==> src/rtl/ps2_pkg.sv <==
// rtl/ps2_pkg.sv - shared types and constants for the PS/2 keyboard receiver
package ps2_pkg;

    typedef enum logic [1:0] {
        IDLE   = 2'd0,
        DATA   = 2'd1,
        PARITY = 2'd2,
        STOP   = 2'd3
    } frame_state_t;

    localparam logic [7:0] PS2_EXT = 8'hE0;
    localparam logic [7:0] PS2_BRK = 8'hF0;

    // Key table entries are {ext, code}
    localparam logic [8:0] KEY_A     = 9'h01C;
    localparam logic [8:0] KEY_D     = 9'h023;
    localparam logic [8:0] KEY_W     = 9'h01D;
    localparam logic [8:0] KEY_SPACE = 9'h029;
    localparam logic [8:0] KEY_UP    = 9'h175;
    localparam logic [8:0] KEY_LEFT  = 9'h16B;
    localparam logic [8:0] KEY_RIGHT = 9'h174;
    localparam logic [8:0] KEY_DOWN  = 9'h172;

    function automatic logic odd_parity_ok(input logic [7:0] data, input logic par);
        return ^{data, par};
    endfunction

endpackage

==> src/rtl/ps2_rx_frame.sv <==
// rtl/ps2_rx_frame.sv - pin glitch filter, 11-bit frame FSM and inter-edge timeout
module ps2_rx_frame
    import ps2_pkg::*;
#(
    parameter int FILTER_LEN  = 8,
    parameter int TIMEOUT_CYC = 200000
) (
    input  logic       clk,
    input  logic       rst_n,
    input  logic       ps2_clk,
    input  logic       ps2_data,
    output logic       byte_rdy,
    output logic [7:0] rx_byte,
    output logic       frame_err
);

    localparam int TW = (TIMEOUT_CYC > 2) ? $clog2(TIMEOUT_CYC) : 1;
    localparam logic [TW-1:0] TO_LAST = TW'(TIMEOUT_CYC - 1);

    logic [FILTER_LEN-1:0] clk_sr;
    logic [FILTER_LEN-1:0] data_sr;
    logic [FILTER_LEN-1:0] clk_sr_nxt;
    logic [FILTER_LEN-1:0] data_sr_nxt;
    logic                  clk_f;
    logic                  clk_f_d;
    logic                  data_f;
    logic                  fall;

    assign clk_sr_nxt  = {clk_sr[FILTER_LEN-2:0], ps2_clk};
    assign data_sr_nxt = {data_sr[FILTER_LEN-2:0], ps2_data};

    // Filtered levels follow the shift register's next value so a level
    // change lands on the same edge the register becomes unanimous.
    always_ff @(posedge clk or negedge rst_n) begin
        if (!rst_n) begin
            clk_sr  <= '1;
            data_sr <= '1;
            clk_f   <= 1'b1;
            clk_f_d <= 1'b1;
            data_f  <= 1'b1;
        end else begin
            clk_sr  <= clk_sr_nxt;
            data_sr <= data_sr_nxt;
            clk_f_d <= clk_f;
            if (&clk_sr_nxt) begin
                clk_f <= 1'b1;
            end else if (~|clk_sr_nxt) begin
                clk_f <= 1'b0;
            end
            if (&data_sr_nxt) begin
                data_f <= 1'b1;
            end else if (~|data_sr_nxt) begin
                data_f <= 1'b0;
            end
        end
    end

    assign fall = clk_f_d & ~clk_f;

    frame_state_t  state;
    frame_state_t  state_nxt;
    logic [2:0]    bit_cnt;
    logic [2:0]    bit_cnt_nxt;
    logic [7:0]    shreg;
    logic [7:0]    shreg_nxt;
    logic          par_q;
    logic          par_nxt;
    logic [TW-1:0] to_cnt;
    logic          timeout;

    assign timeout = (state != IDLE) && (to_cnt == TO_LAST);
    assign rx_byte = shreg;

    always_ff @(posedge clk or negedge rst_n) begin
        if (!rst_n) begin
            state   <= IDLE;
            bit_cnt <= 3'd0;
            shreg   <= 8'd0;
            par_q   <= 1'b0;
            to_cnt  <= '0;
        end else begin
            state   <= state_nxt;
            bit_cnt <= bit_cnt_nxt;
            shreg   <= shreg_nxt;
            par_q   <= par_nxt;
            if (fall) begin
                to_cnt <= '0;
            end else if ((state != IDLE) && (to_cnt != '1)) begin
                to_cnt <= to_cnt + 1'b1;
            end
        end
    end

    // Timeout has priority over a coincident fall strobe.
    always_comb begin
        state_nxt   = state;
        bit_cnt_nxt = bit_cnt;
        shreg_nxt   = shreg;
        par_nxt     = par_q;
        byte_rdy    = 1'b0;
        frame_err   = 1'b0;
        if (timeout) begin
            state_nxt = IDLE;
            frame_err = 1'b1;
        end else if (fall) begin
            case (state)
                IDLE: begin
                    if (!data_f) begin
                        state_nxt   = DATA;
                        bit_cnt_nxt = 3'd0;
                    end
                end
                DATA: begin
                    shreg_nxt   = {data_f, shreg[7:1]};
                    bit_cnt_nxt = bit_cnt + 3'd1;
                    if (bit_cnt == 3'd7) begin
                        state_nxt = PARITY;
                    end
                end
                PARITY: begin
                    par_nxt   = data_f;
                    state_nxt = STOP;
                end
                STOP: begin
                    state_nxt = IDLE;
                    if (data_f && odd_parity_ok(shreg, par_q)) begin
                        byte_rdy = 1'b1;
                    end else begin
                        frame_err = 1'b1;
                    end
                end
                default: state_nxt = IDLE;
            endcase
        end
    end

endmodule

==> src/rtl/ps2_keys_rx.sv <==
// rtl/ps2_keys_rx.sv - PS/2 keyboard receiver: E0/F0 prefix decoder and held-key table
module ps2_keys_rx
    import ps2_pkg::*;
#(
    parameter int                    NUM_KEYS    = 4,
    parameter logic [9*NUM_KEYS-1:0] KEY_CODES   = {KEY_A, KEY_D, KEY_W, KEY_SPACE},
    parameter int                    FILTER_LEN  = 8,
    parameter int                    TIMEOUT_CYC = 200000
) (
    input  logic                clk,
    input  logic                rst_n,
    input  logic                ps2_clk,
    input  logic                ps2_data,
    output logic [NUM_KEYS-1:0] keys,
    output logic                scan_valid,
    output logic [7:0]          scan_code,
    output logic                scan_ext,
    output logic                scan_brk,
    output logic                frame_err
);

    logic       byte_rdy;
    logic [7:0] rx_byte;
    logic       err_w;

    ps2_rx_frame #(
        .FILTER_LEN (FILTER_LEN),
        .TIMEOUT_CYC(TIMEOUT_CYC)
    ) u_frame (
        .clk      (clk),
        .rst_n    (rst_n),
        .ps2_clk  (ps2_clk),
        .ps2_data (ps2_data),
        .byte_rdy (byte_rdy),
        .rx_byte  (rx_byte),
        .frame_err(err_w)
    );

    logic                ext_q;
    logic                brk_q;
    logic [NUM_KEYS-1:0] key_hit;

    always_comb begin
        key_hit = '0;
        for (int i = 0; i < NUM_KEYS; i++) begin
            key_hit[i] = ({ext_q, rx_byte} == KEY_CODES[9*i +: 9]);
        end
    end

    // A bad frame drops any pending prefix so it cannot attach to a later code.
    always_ff @(posedge clk or negedge rst_n) begin
        if (!rst_n) begin
            keys       <= '0;
            scan_valid <= 1'b0;
            scan_code  <= 8'd0;
            scan_ext   <= 1'b0;
            scan_brk   <= 1'b0;
            frame_err  <= 1'b0;
            ext_q      <= 1'b0;
            brk_q      <= 1'b0;
        end else begin
            scan_valid <= 1'b0;
            frame_err  <= err_w;
            if (err_w) begin
                ext_q <= 1'b0;
                brk_q <= 1'b0;
            end else if (byte_rdy) begin
                if (rx_byte == PS2_EXT) begin
                    ext_q <= 1'b1;
                end else if (rx_byte == PS2_BRK) begin
                    brk_q <= 1'b1;
                end else begin
                    scan_valid <= 1'b1;
                    scan_code  <= rx_byte;
                    scan_ext   <= ext_q;
                    scan_brk   <= brk_q;
                    ext_q      <= 1'b0;
                    brk_q      <= 1'b0;
                    for (int i = 0; i < NUM_KEYS; i++) begin
                        if (key_hit[i]) begin
                            keys[i] <= ~brk_q;
                        end
                    end
                end
            end
        end
    end

endmodule

==> config.mk <==
export PLATFORM = sky130hd
export DESIGN_NAME = ps2_keys_rx
export DESIGN_NICKNAME = d
export VERILOG_FILES = /design/src/rtl/ps2_pkg.sv /design/src/rtl/ps2_rx_frame.sv /design/src/rtl/ps2_keys_rx.sv
export SDC_FILE = /design/constraint.sdc
export NUM_CORES = 1
export LEC_CHECK = 0
export ABC_AREA = 1
export BUFFER_PORTS_ARGS = -buffer_cell sky130_fd_sc_hd__buf_4
export CAP_MARGIN = 40
export CORE_MARGIN = 8
export CORE_UTILIZATION = 30
export CTS_BUF_LIST = sky130_fd_sc_hd__clkbuf_2
export DETAILED_ROUTE_END_ITERATION = 8
export PLACE_DENSITY_LB_ADDON = 0.25
export SYNTH_ARGS = -nofsm -noshare
export SYNTH_HDL_FRONTEND = slang
export SYNTH_SLANG_ARGS = --single-unit
==> constraint.sdc <==
create_clock -name clk -period 2.5 [get_ports clk]
set_input_delay 0.5 -clock clk [delete_from_list [all_inputs] [get_ports clk]]
set_output_delay 0.5 -clock clk [all_outputs]
set_load 0.01 [all_outputs]
== Word-level counts from Yosys, hierarchy flattened ==
Cells that the tools add are included.
Word-level totals
  input port bits: 4
  logic and storage cells: 107
  output and inout port bits: 16
  bits in registers: 67
Operators by class
  bitwise logic cells: 7
  reduce and logical (&&, ||, !) cells: 25
  add/subtract/negate cells: 2
  multiplexer cells: 33
  eq/ne operators: 19
Operators by type and width (count)
  2-to-1 mux 18 bit: 2
  2-to-1 mux 1 bit: 24
  AND reduction 5 bit: 4
  adder 18 x 1 -> 18 bit (second input constant): 1
  == test 18 bit (second input constant): 1
  == test 9 x 5 -> 1 bit (second input constant): 2
  == test 9 x 6 -> 1 bit (second input constant): 2
  != test 18 bit (second input constant): 1
  == test 8 bit (second input constant): 2
  AND reduction 8 bit: 2
  OR reduction 8 bit: 2
  nonzero test 2 bit: 5
  AND reduction 3 bit: 3
  parity 9 bit: 1
  2-to-1 mux 2 bit: 4
  case mux 2 bit (4 select lines): 1
  AND reduction 4 bit: 2
  != test 3 bit (second input constant): 2
  inverter 1 bit: 6
  case mux 3 bit (2 select lines): 1
  == test 2 bit (second input constant): 2
  != test 2 x 1 -> 1 bit (second input constant): 2
  != test 2 bit (second input constant): 2
  AND reduction 2 bit: 2
  other kinds (8): 10

== Depth between registers and ports, before layout ==
  depth in word-level cells: 8
  gate-level depth with buffers: 15
  gate-level depth less buffers: 15

== By module ==
From an unflattened synthesis, not the netlist that was laid out.
Second synthesis, totals
  cells, all modules: 443
  area total of the unflattened synthesis: 3604.7 um^2
Modules (own cells, without submodules)
  ps2_rx_frame: cells each 337, times used 1, area an instance 2707.6 um^2, seq. area each 1247.4 um^2
  ps2_keys_rx: cells each 106, times used 1, area an instance 897.1 um^2, seq. area each 450.4 um^2

== Least setup slack after synthesis ==
Ideal clock, no wire load.
  path type: register to register
  start point: register u_frame.state[0]
  end point: register u_frame.shreg[7] (netlist: u_frame.rx_byte[7])
  buffers on the path: 1
  required time: 2.373 ns
  cell stages (with the launch flop): 11
  setup slack: 0.754 ns
  period minus slack after synthesis: 1.746 ns
  data arrival time: 1.619 ns
  library setup time: 0.127 ns
  cell sequence: dfrtp_1 inv_1 ha_1 inv_1 nand3_1 nor2_1 nand3_1 nand2_1 nor2_2 buf_4 o21ai_0
On the way
  word-level cells in the longest chain between the ends: 4
  elaborated cells between the ends (all ways): 5
  those cells by class: eq/ne: 1; bitwise: 1; reduce/logical: 3
Ends and longest elaborated chain
  from (decl): line ps2_rx_frame.sv:60  | frame_state_t state;
  from (signal assigned): line ps2_rx_frame.sv:82  | state <= state_nxt;
  nonzero test 2 bit: line ps2_rx_frame.sv:71  | assign timeout = (state != IDLE) && (to_cnt == TO_LAST);
  logical AND 1 bit: line ps2_rx_frame.sv:71
  inverter 1 bit (no source line)
  AND reduction 3 bit (no source line) *
  to (signal assigned): line ps2_rx_frame.sv:84  | shreg <= shreg_nxt;
  to (decl): line ps2_rx_frame.sv:64  | logic [7:0] shreg;
Mark *: on every way between the ends. The rest lies on a longest branch, timed or not.
A chain may end at the register's enable or synchronous reset.

== Final worst setup path ==
  start point: register u_frame.to_cnt[0]
  end point: register u_frame.to_cnt[16]
On the way
  word-level cells in the longest chain between the ends: 3
  elaborated cells between the ends (all ways): 6
  those cells by class: add/sub: 1; eq/ne: 1; mux: 2; reduce/logical: 2
Ends and longest elaborated chain
  from (decl): line ps2_rx_frame.sv:68  | logic [TW-1:0] to_cnt;
  from (signal assigned): line ps2_rx_frame.sv:89  | to_cnt <= to_cnt + 1'b1;
  adder 18 x 1 -> 18 bit / != test 18 bit (equally long branches): line ps2_rx_frame.sv:89, ps2_rx_frame.sv:88
  2-to-1 mux 18 bit / logical AND 1 bit (equally long branches): line ps2_rx_frame.sv:88  | end else if ((state != IDLE) && (to_cnt != '1)) begin
  2-to-1 mux 18 bit / nonzero test 2 bit (equally long branches)
Parallel ways exist; a longest one is shown, timed or not. The select of a mux whose other input is x is not followed.

==> results.cfg <==
[setup_path]
critPathCapture = u_frame.to_cnt[16]
critPathMaxFanout = 14
worstPathRequired_ns = 2.90
start_kind = register
r2r-end = u_frame.to_cnt[16]
r2r-start = u_frame.to_cnt[0]
arrival_ns = 2.48
setup.worst_path.start = u_frame.to_cnt[0]
end_kind = register
reg2reg_depth = 11
crit_chain = ha_1, nand3_2, nor2_4, nand2_2, nor3_4, nand2_2, nand2_4, nand2_4, inv_2, nand2_1, o31ai_1
r2r_slack_ns = 0.41
crit_type = register to register
cpPeakStageDelay_ns = 0.50
crit_slowest_cell = dfrtp_1

[clock_tree]
clkSinkCount = 67
clockRootBuffer = clkbuf_2
clkLatencyLatePin_ns = 0.50
htreeDepth = 3
cts_setup_buffers = 0
cts_tree = done
cts_buffer_depth = 2
clk_pin_slew_ns = 0.20
cts_resized = 0
cts-buffers-inserted = 9

[die]
boundaryPins = 20
die_area_um2 = 14900
die_h_um = 122
initial_core_util = 0.309
die_w_um = 122
num_rows = 38
core_um2 = 10900

[sta]
clock_skew_ns = 0.0264
report.final.slew_viol_count = 0
worst_pin_slew_ns = 0.330
final-setup-viol-count = 0
tns_ns = 0
fmax_ghz = 0.479
rsz0062_at_grt = false
min_period_over_period = 0.835
relSlewSlack = 0.778
timing.final.hold_violations = 0
min_period_ns = 2.09

[final_layout]
stdcell_area_um2 = 3800
layout-area-overhead-vs-synth_pct = 12.3
utilization = 0.347
drive_above_1_share = 0.208
final_nets = 430

[status]
status = finished clean

[drt]
routed_via_density = 4.65
ant_nets = 0
detail_route.first_pass.iterations = 4
drc_errors = 0
drt-initial-drc-count = 151
wl_per_cell_um = 12.3
vias = 2625
routed_wl_mm = 6.94

[power]
p_leak_nw = 1.82
p_total_mw = 3.06
power.density_nw_per_um2 = 805
peakVddDrop_uv = 237

[synth]
syn-cell-area_um2 = 3380
yosysMostFrequentCell = nand2_1
yosys-top-cells-count = nand2_1 (113), dfrtp_1 (50), inv_1 (39), nand3_1 (26), nor2_1 (20)
synth-seq-cells = 67
avgSynthCellArea_um2 = 8.69
synth-main-ff-cell = dfrtp_1
synthTopCellsByArea = dfrtp_1 (37%), dfstp_2 (13%), nand2_1 (13%)
synth-simple-area-share = 0.289
synth_nets = 400
synth_compound_area_frac = 0.0892
synthMuxAreaShare = 0
synth_fa_ha_area_frac = 0.0259
yosysWarnings = 0
synth_cell_types = 37
synthArstFlopShare = 1.00
synth_top_area_cell = dfrtp_1
seq_area_frac_synth = 0.502
synthCells = 389
synth_top_family_by_area = simple AND/OR/NAND/NOR gates
yosysTopAreaCellShare = 0.370
synthXorXnorAreaFrac = 0.0259
synth_edf_count = 0

[placement]
port_buffers = 19
dp_hpwl_mm = 5.12
place_congestion = 0.872
postPlaceCellArea_um2 = 3700

[grt]
antenna_found_initial = 1
grt_pass1_vias = 2539
grt_pass1_wl_mm = 12.0
grt_max_degree = 45
grtUsageTotal = 0.100
grt-ovfl-total = 0

[worst_hold_path]
hp-class = primary input to register
min-delay-start = ps2_data

[flow_run]
drv_cap = 0
==> routing by layer <==
| layer | up-vias | global-route usage | routed length [um] | share of wire |
|---|---|---|---|---|
| met3 | 6 | 0.0217 | 252 | 0.036 |
| li1 | 1331 | - | - | - |
| met2 | 37 | 0.159 | 3250 | 0.47 |
| met1 | 1251 | 0.128 | 3330 | 0.48 |
| met5 | - | 0 | 0 | 0 |
| met4 | 0 | 0.0465 | 103 | 0.015 |
==> through the flow <==
| stage | hold slack (ns) | setup slack [ns] | instances |
|---|---|---|---|
| floorplan | 0.204 | 0.754 | 389 |
| global placement | 0.355 | 0.475 | 546 |
| detailed placement | 0.357 | 0.447 | 547 |
| CTS | 0.0372 | 0.376 | 564 |
| global route | 0.0270 | 0.123 | 565 |
| finish | 0.0937 | 0.412 | 565 |
==> cell families after synthesis <==
logic type,count (synthesis)
xor+xnor,10
fa+ha+maj,7
compound gates,48
flops,67
buf+inv,52
simple gates,205
==> what timing repair did <==
item                                    CTS  global route
endpoints found under the hold margin    23             0
hold buffers                              1             0
endpoints found under the setup margin    0             0
==> cell usage in the layout (no fill, tap or decap), types with 2 or more instances in the layout <==
master	instances
nand2_1	113
dfrtp_1	50
inv_1	39
nand3_1	26
buf_4	22
nor2_1	20
o21ai_0	17
dfstp_2	17
nand4_1	13
clkbuf_2	10
o21ai_1	9
o21ai_2	8
nor4_1	8
inv_2	7
nor3_1	7
o31ai_1	7
xor2_1	7
ha_1	7
nand2_2	6
clkinv_2	4
nand2_4	3
xnor2_1	3
o21bai_1	3
nor2_4	2
a21oi_1	2
==> power breakdown <==
group | internal, mW | switching [mW] | total, mW
Clock | 0.127 | 0.390 | 0.517
Combinational | 0.363 | 0.765 | 1.13
Sequential | 1.25 | 0.158 | 1.41
==> worst max-delay path, delay by kind of cell, from the launching register on <==
family	cells	cell delay (ns)
AND/OR/NAND/NOR	8	1.02
flip-flops	1	0.50
adder cells (fa/ha/maj)	1	0.23
buffers and inverters	1	0.17
AO/OA/AOI/OAI	1	0.07
==> sequential cells by signal, summed over array words and instances (netlist names), 2 cells and up <==
name,cells
u_frame.to_cnt,18
scan_code,8
u_frame.rx_byte,8
u_frame.clk_sr,7
u_frame.data_sr,7
keys,4
u_frame.bit_cnt,3
u_frame.state,2
==> worst min-delay path by stage <==
| stage | endpoint | slack (ns) | depth (start not counted) |
|---|---|---|---|
| 2_1_floorplan | brk_q | 0.20 | 0 |
| 3_3_place_gp | u_frame.clk_f_d | 0.35 | 0 |
| 3_5_place_dp | u_frame.clk_f_d | 0.36 | 0 |
| 4_1_cts | u_frame.data_sr[0] | 0.04 | 1 |
| 5_1_grt | u_frame.data_sr[0] | 0.03 | 1 |
| 6_report | u_frame.data_sr[0] | 0.09 | 1 |
==> cell type report <==
class,count,area (um^2)
antenna,1,2.50
clock buffer,10,50.0
clock inverter,6,32.5
fill,1144,7140
inverter,47,181
multi-input combinational,270,1450
sequential,67,1700
tap,140,175
timing repair buffer,24,203
Note: power is estimated with default switching activity, not from simulation.
